## src/rtl/pe_inst_issuer.sv

```systemverilog
// pe_inst_issuer: issues a fixed command program to one PE controller's
// instruction port (SET, optional LOAD_WGHT, N x (LOAD_IFMAP, CONV), ACC),
// then waits for the PE to return to idle and pulses done.
module pe_inst_issuer #(
  parameter int unsigned N_PASS_BITWIDTH    = 4,
  parameter int unsigned CONV_INFO_BITWIDTH = 9
) (
  input  logic                          i_clk,
  input  logic                          i_rst_n,
  input  logic                          i_start,
  input  logic [CONV_INFO_BITWIDTH-1:0] i_cfg_conv_info,
  input  logic [N_PASS_BITWIDTH-1:0]    i_cfg_npass,
  input  logic                          i_cfg_load_wght,
  output logic [2:0]                    o_opcode,
  output logic [CONV_INFO_BITWIDTH-1:0] o_conv_info,
  output logic                          o_inst_valid,
  input  logic                          i_inst_ready,
  output logic                          o_busy,
  output logic                          o_done,
  output logic [N_PASS_BITWIDTH-1:0]    o_pass_cnt
);

  localparam int unsigned OPC_W = 3;

  localparam logic [OPC_W-1:0] OPC_NOP        = 3'b000;
  localparam logic [OPC_W-1:0] OPC_SET        = 3'b001;
  localparam logic [OPC_W-1:0] OPC_LOAD_IFMAP = 3'b010;
  localparam logic [OPC_W-1:0] OPC_LOAD_WGHT  = 3'b011;
  localparam logic [OPC_W-1:0] OPC_CONV       = 3'b100;
  localparam logic [OPC_W-1:0] OPC_ACC        = 3'b101;

  typedef enum logic [3:0] {
    S_IDLE      = 4'd0,
    S_ISS_SET   = 4'd1,
    S_ISS_WGHT  = 4'd2,
    S_ISS_IFMAP = 4'd3,
    S_ISS_CONV  = 4'd4,
    S_ISS_ACC   = 4'd5,
    S_DRAIN_LO  = 4'd6,
    S_DRAIN_HI  = 4'd7,
    S_FIN       = 4'd8
  } state_t;

  state_t                          state_q, state_d;
  logic [OPC_W-1:0]                opcode_d;
  logic                            valid_d;
  logic                            busy_d;
  logic                            done_d;
  logic [N_PASS_BITWIDTH-1:0]      pass_d;
  logic [CONV_INFO_BITWIDTH-1:0]   conv_d;
  logic                            load_wght_q, load_wght_d;
  // Index of the final pass (npass_eff - 1); a zero npass still runs one pass.
  logic [N_PASS_BITWIDTH-1:0]      last_pass_q, last_pass_d;
  logic                            hs_c;

  assign hs_c = o_inst_valid & i_inst_ready;

  // State register and registered outputs
  always_ff @(posedge i_clk or negedge i_rst_n) begin
    if (!i_rst_n) begin
      state_q      <= S_IDLE;
      o_opcode     <= OPC_NOP;
      o_inst_valid <= 1'b0;
      o_busy       <= 1'b0;
      o_done       <= 1'b0;
      o_pass_cnt   <= '0;
      o_conv_info  <= '0;
      load_wght_q  <= 1'b0;
      last_pass_q  <= '0;
    end else begin
      state_q      <= state_d;
      o_opcode     <= opcode_d;
      o_inst_valid <= valid_d;
      o_busy       <= busy_d;
      o_done       <= done_d;
      o_pass_cnt   <= pass_d;
      o_conv_info  <= conv_d;
      load_wght_q  <= load_wght_d;
      last_pass_q  <= last_pass_d;
    end
  end

  // Next-state and next-output decode; each issue state raises valid for its
  // opcode, holds it until the handshake, then drops valid for one cycle.
  always_comb begin
    state_d     = state_q;
    opcode_d    = o_opcode;
    valid_d     = o_inst_valid;
    busy_d      = o_busy;
    done_d      = 1'b0;
    pass_d      = o_pass_cnt;
    conv_d      = o_conv_info;
    load_wght_d = load_wght_q;
    last_pass_d = last_pass_q;

    case (state_q)
      S_IDLE: begin
        valid_d  = 1'b0;
        busy_d   = 1'b0;
        opcode_d = OPC_NOP;
        if (i_start) begin
          conv_d      = i_cfg_conv_info;
          load_wght_d = i_cfg_load_wght;
          last_pass_d = (i_cfg_npass == '0) ? '0
                        : N_PASS_BITWIDTH'(i_cfg_npass - N_PASS_BITWIDTH'(1));
          pass_d      = '0;
          busy_d      = 1'b1;
          state_d     = S_ISS_SET;
        end
      end

      S_ISS_SET: begin
        opcode_d = OPC_SET;
        if (hs_c) begin
          valid_d = 1'b0;
          state_d = load_wght_q ? S_ISS_WGHT : S_ISS_IFMAP;
        end else begin
          valid_d = 1'b1;
        end
      end

      S_ISS_WGHT: begin
        opcode_d = OPC_LOAD_WGHT;
        if (hs_c) begin
          valid_d = 1'b0;
          state_d = S_ISS_IFMAP;
        end else begin
          valid_d = 1'b1;
        end
      end

      S_ISS_IFMAP: begin
        opcode_d = OPC_LOAD_IFMAP;
        if (hs_c) begin
          valid_d = 1'b0;
          state_d = S_ISS_CONV;
        end else begin
          valid_d = 1'b1;
        end
      end

      S_ISS_CONV: begin
        opcode_d = OPC_CONV;
        if (hs_c) begin
          valid_d = 1'b0;
          if (o_pass_cnt == last_pass_q) begin
            state_d = S_ISS_ACC;
          end else begin
            pass_d  = N_PASS_BITWIDTH'(o_pass_cnt + N_PASS_BITWIDTH'(1));
            state_d = S_ISS_IFMAP;
          end
        end else begin
          valid_d = 1'b1;
        end
      end

      S_ISS_ACC: begin
        opcode_d = OPC_ACC;
        if (hs_c) begin
          valid_d = 1'b0;
          state_d = S_DRAIN_LO;
        end else begin
          valid_d = 1'b1;
        end
      end

      // Wait for the PE to leave idle after accepting ACC
      S_DRAIN_LO: begin
        valid_d  = 1'b0;
        opcode_d = OPC_NOP;
        if (!i_inst_ready) begin
          state_d = S_DRAIN_HI;
        end
      end

      // Wait for the PE to come back to idle, then signal completion
      S_DRAIN_HI: begin
        valid_d  = 1'b0;
        opcode_d = OPC_NOP;
        if (i_inst_ready) begin
          done_d  = 1'b1;
          state_d = S_FIN;
        end
      end

      S_FIN: begin
        valid_d = 1'b0;
        busy_d  = 1'b0;
        state_d = S_IDLE;
      end

      default: begin
        valid_d  = 1'b0;
        busy_d   = 1'b0;
        opcode_d = OPC_NOP;
        state_d  = S_IDLE;
      end
    endcase
  end

endmodule

```

## config.mk

```make
export PLATFORM = sky130hd
export DESIGN_NAME = pe_inst_issuer
export DESIGN_NICKNAME = d
export VERILOG_FILES = /design/src/rtl/pe_inst_issuer.sv
export SDC_FILE = /design/constraint.sdc
export NUM_CORES = 1
export LEC_CHECK = 0
export BUFFER_PORTS_ARGS = -buffer_cell sky130_fd_sc_hd__buf_2
export CORE_MARGIN = 10
export CORE_UTILIZATION = 40
export CTS_BUF_LIST = sky130_fd_sc_hd__clkbuf_16
export CTS_CLUSTER_SIZE = 25
export DETAILED_ROUTE_END_ITERATION = 8
export PLACE_DENSITY = 0.64
export SYNTH_ARGS = -nofsm -noshare
export SYNTH_HDL_FRONTEND = slang
export SYNTH_SLANG_ARGS = --single-unit
export TNS_END_PERCENT = 30
```

## constraint.sdc

```tcl
create_clock -name i_clk -period 2.1 [get_ports i_clk]
set_clock_uncertainty 0.15 [all_clocks]
set_input_delay 0.21 -clock i_clk [delete_from_list [all_inputs] [get_ports i_clk]]
set_output_delay 0.21 -clock i_clk [all_outputs]
set_load 0.01 [all_outputs]
```

==> flow_summary.ini <==
[synth]
mappedNetlistNets = 143
ys_async_sr_fraction_pct = 100
dominantRegCellSynth = sky130_fd_sc_hd__dfrtp_1
synthesis.yosys.warnings = 0
postSynthAreaPerCell_um2 = 11.0
synthesis.area_um2 = 1370
post_synth_inst_count = 124
synthDistinctLibCells = 37
ys_ff_latch = 28
synth_enable_flop_cells = 0
seq_area_frac_synth_pct = 51.3

[sta]
hold_viol_final = 0
fmax_mhz = 523
setup_violations = 0
max-slew-margin-rel_pct = 59.2
timing.setup.tns_ns = 0
worst_slew_pin_slew_ns = 0.613
fin_crit_sh_pct = 91.1
rsz0062_at_grt = no
slew_viol_final = 0
layout_min_cycle_time_ns = 1.91

[placement]
finalWeightedCongestion = 0.884
dpl.cell_count = 203
port_buffers = 36
detailedPlacementHpwl_um = 2310

[critical_path]
critPathTopFamily = simple AND/OR/NAND/NOR gates
timing.critical_path.depth = 4
start_kind = register
worstSetupEndpointType = register
setup.reg_to_reg.worst_slack_ns = 0.19
critical_path.cell_chain = nor4b_2, nand3_2, or4_1, a21boi_1
number_of_cells_traversed_by_the_worst_register_to_register_path = 4
timing.critical_path.buf_inv = 0
worst_ep_required_time_ns = 2.14
critical_path.slowest_cell = sky130_fd_sc_hd__dfrtp_1
reg2reg_from = state_q[0]
worstPathArrival_ns = 1.95
worst-setup-path-type = reg -> reg
worstReg2RegEnd = o_pass_cnt[3]
crit_path_max_fanout = 10
critical-path-max-stage-delay_ns = 0.51

[routing]
routed.top_layer = met4
vias = 1089
ant_nets_after_route = 0
drt-vias-per-instance = 5.26
remaining_routing_drc_violations = 0
postRouteWirelength_um = 3080
drt-pass1-iter-count = 6
routedWlPerCell_um = 14.9
wire_length_on_met2_um = 1410
detail_route.iter0.violations = 59
route.met3.wl_um = 289
routed_met1_length_um = 1350

[power]
switching_power_mw = 0.917
p_seq_share_pct = 40.1
internal-power_mw = 1.49
power.combinational.fraction_pct = 42.0
sw_frac_of_total_pct = 38.1
leakagePower_nw = 0.769
clock_power_share_pct = 17.9
cellPowerDensity_nw_per_um2 = 1440
p_total_mw = 2.41
vdd_ir_drop_max_v = 0.000602

[clock_tree]
numCtsBuffers = 3
post_cts_resized = 0
clock_tree_from_tritoncts = yes
cts_clock_pin_slew_for_the_worst_setup_and_hold_paths_ns = 0.07
post_cts.repair.setup_buffers = 0
clk_latency_ns = 0.26
quantity_of_hold_fixing_buffers_added_after_cts = 1
htree_levels = 1
ctsRootBufferMaster = sky130_fd_sc_hd__clkbuf_16
numClockSinks = 28
cts_max_path_buffers = 2

[floorplanning]
start_util_pct = 41.2
core_um2 = 3310
ioPinCount = 37
die_w_um = 78.4
die_area_um2 = 6150
std_cell_rows = 21
die_height_um = 78.4

[job]
maxCapViolCount = 0

[global_route]
globalRouteOverflowTotal = 0
antenna_found_initial = 0
grt_usage_pct = 10.1
grt_pass1_wl_um = 5150
grt_max_degree = 29
first_global_vias = 1108

[hold_path]
cells_on_worst_hold_path = 2
worst_hold_path_type = in -> reg
min_delay_worst_endpoint = o_conv_info[8]
worstHoldStart = i_cfg_conv_info[8]

[finish]
number_of_nets_in_the_layout = 182
drive_above_1_share_pct = 34.2
layout-area-overhead-vs-synth_pct = 22.5
finalNonFillerCells = 207
final.fill_count = 341
antenna-diode-count = 0

[outcome]
run_status = complete, no violations
## worst max-delay path by stage
stage	startpoint	endpoint	slack (ns)
5_1_grt	state_q[0]	o_pass_cnt[3]	0.02
6_report	state_q[0]	o_pass_cnt[3]	0.19
3_5_place_dp	state_q[0]	o_pass_cnt[3]	0.19
2_1_floorplan	o_pass_cnt[0]	o_pass_cnt[3]	0.33
4_1_cts	state_q[0]	o_pass_cnt[3]	0.17
3_3_place_gp	state_q[0]	o_pass_cnt[3]	0.25
## power groups by stage
stage | logic, mW | registers, mW | clock network (mW)
3_3_place_gp | 0.990 | 0.962 | 0
3_5_place_dp | 1.01 | 0.979 | 0
4_1_cts | 1.02 | 0.968 | 0.437
6_report | 1.01 | 0.964 | 0.430
2_1_floorplan | 0.688 | 0.984 | 0
5_1_grt | 1.13 | 1.01 | 0.451
## sequential cells by signal, indices dropped and copies added (netlist names)
register      cells
state_q           4
load_wght_q       1
o_inst_valid      1
o_opcode          3
o_conv_info       9
o_busy            1
o_done            1
last_pass_q       4
o_pass_cnt        4
## per-stage QoR
step | hold slack [ns] | cell area (um^2) | setup slack [ns] | utilization [%]
after CTS | 0.0117 | 1670 | 0.171 | 50.5
final | 0.00963 | 1670 | 0.188 | 50.5
after floorplan | -0.236 | 1370 | 0.331 | -
after global placement | 0.115 | 1590 | 0.251 | 48.0
after global routing | 0.0245 | 1670 | 0.0171 | 50.5
after detailed placement | 0.119 | 1590 | 0.191 | 48.0
## placed cells by master, fill, tap and decap left out, drive strengths merged, types with 2 or more instances in the layout
master | synthesis | final
a211oi | 2 | 2
a21oi | 7 | 7
and4 | 3 | 3
buf | 5 | 40
clkbuf | 2 | 3
dfrtp | 28 | 28
inv | 4 | 4
mux2 | 10 | 10
nand2 | 6 | 6
nand2b | 2 | 2
nand3 | 3 | 3
nand4 | 3 | 3
nor2 | 7 | 7
nor3 | 5 | 5
o211ai | 3 | 3
o21ai | 9 | 9
o31ai | 4 | 4
or4 | 2 | 2
xnor2 | 5 | 5
## synthesized netlist by cell type, types with 2 or more instances
| library cell | number | area share (%) |
|---|---|---|
| sky130_fd_sc_hd__dfrtp_1 | 28 | 51 |
| sky130_fd_sc_hd__o21ai_0 | 9 | 3.3 |
| sky130_fd_sc_hd__mux2_2 | 8 | 6.6 |
| sky130_fd_sc_hd__a21oi_1 | 7 | 2.6 |
| sky130_fd_sc_hd__nor2_1 | 7 | 1.9 |
| sky130_fd_sc_hd__nand2_1 | 6 | 1.6 |
| sky130_fd_sc_hd__xnor2_1 | 5 | 3.2 |
| sky130_fd_sc_hd__inv_1 | 4 | 1.1 |
| sky130_fd_sc_hd__nor3_1 | 4 | 1.5 |
| sky130_fd_sc_hd__o31ai_1 | 4 | 2.2 |
| sky130_fd_sc_hd__and4_1 | 3 | 1.9 |
| sky130_fd_sc_hd__buf_2 | 3 | 1.1 |
| sky130_fd_sc_hd__nand4_1 | 3 | 1.4 |
| sky130_fd_sc_hd__o211ai_1 | 3 | 1.6 |
| sky130_fd_sc_hd__a211oi_1 | 2 | 1.1 |
| sky130_fd_sc_hd__buf_6 | 2 | 1.6 |
| sky130_fd_sc_hd__clkbuf_1 | 2 | 0.55 |
| sky130_fd_sc_hd__mux2_1 | 2 | 1.6 |
| sky130_fd_sc_hd__nand2b_1 | 2 | 0.92 |
| sky130_fd_sc_hd__nand3_1 | 2 | 0.73 |
| sky130_fd_sc_hd__or4_1 | 2 | 1.1 |
## logic make-up after synthesis
logic type	Yosys count	share of synthesized area (%)
adders and majority gates	1	0.916
muxes	11	8.98
and+or+nand+nor	37	16.8
buffers and inverters	11	4.40
AOI/OAI and AO/OA	31	14.4
xor gates and xnor gates	5	3.21
DFF	28	51.3
## final cells by class
type	instances	area (um^2)	area share, %
clock buffers	3	75.1	4.49
inverters	4	15.0	0.898
multi-input cells	85	604	36.1
flip-flops and latches	28	701	41.9
well taps	46	57.6	3.44
repair buffers	41	220	13.2
## layer usage
metal	track usage [%]	up-vias
met5	0	-
met4	3.76	0
met3	4.21	4
met2	15.4	43
met1	12.3	508
li1	-	534
No activity file was read; power rests on OpenSTA's default activity.
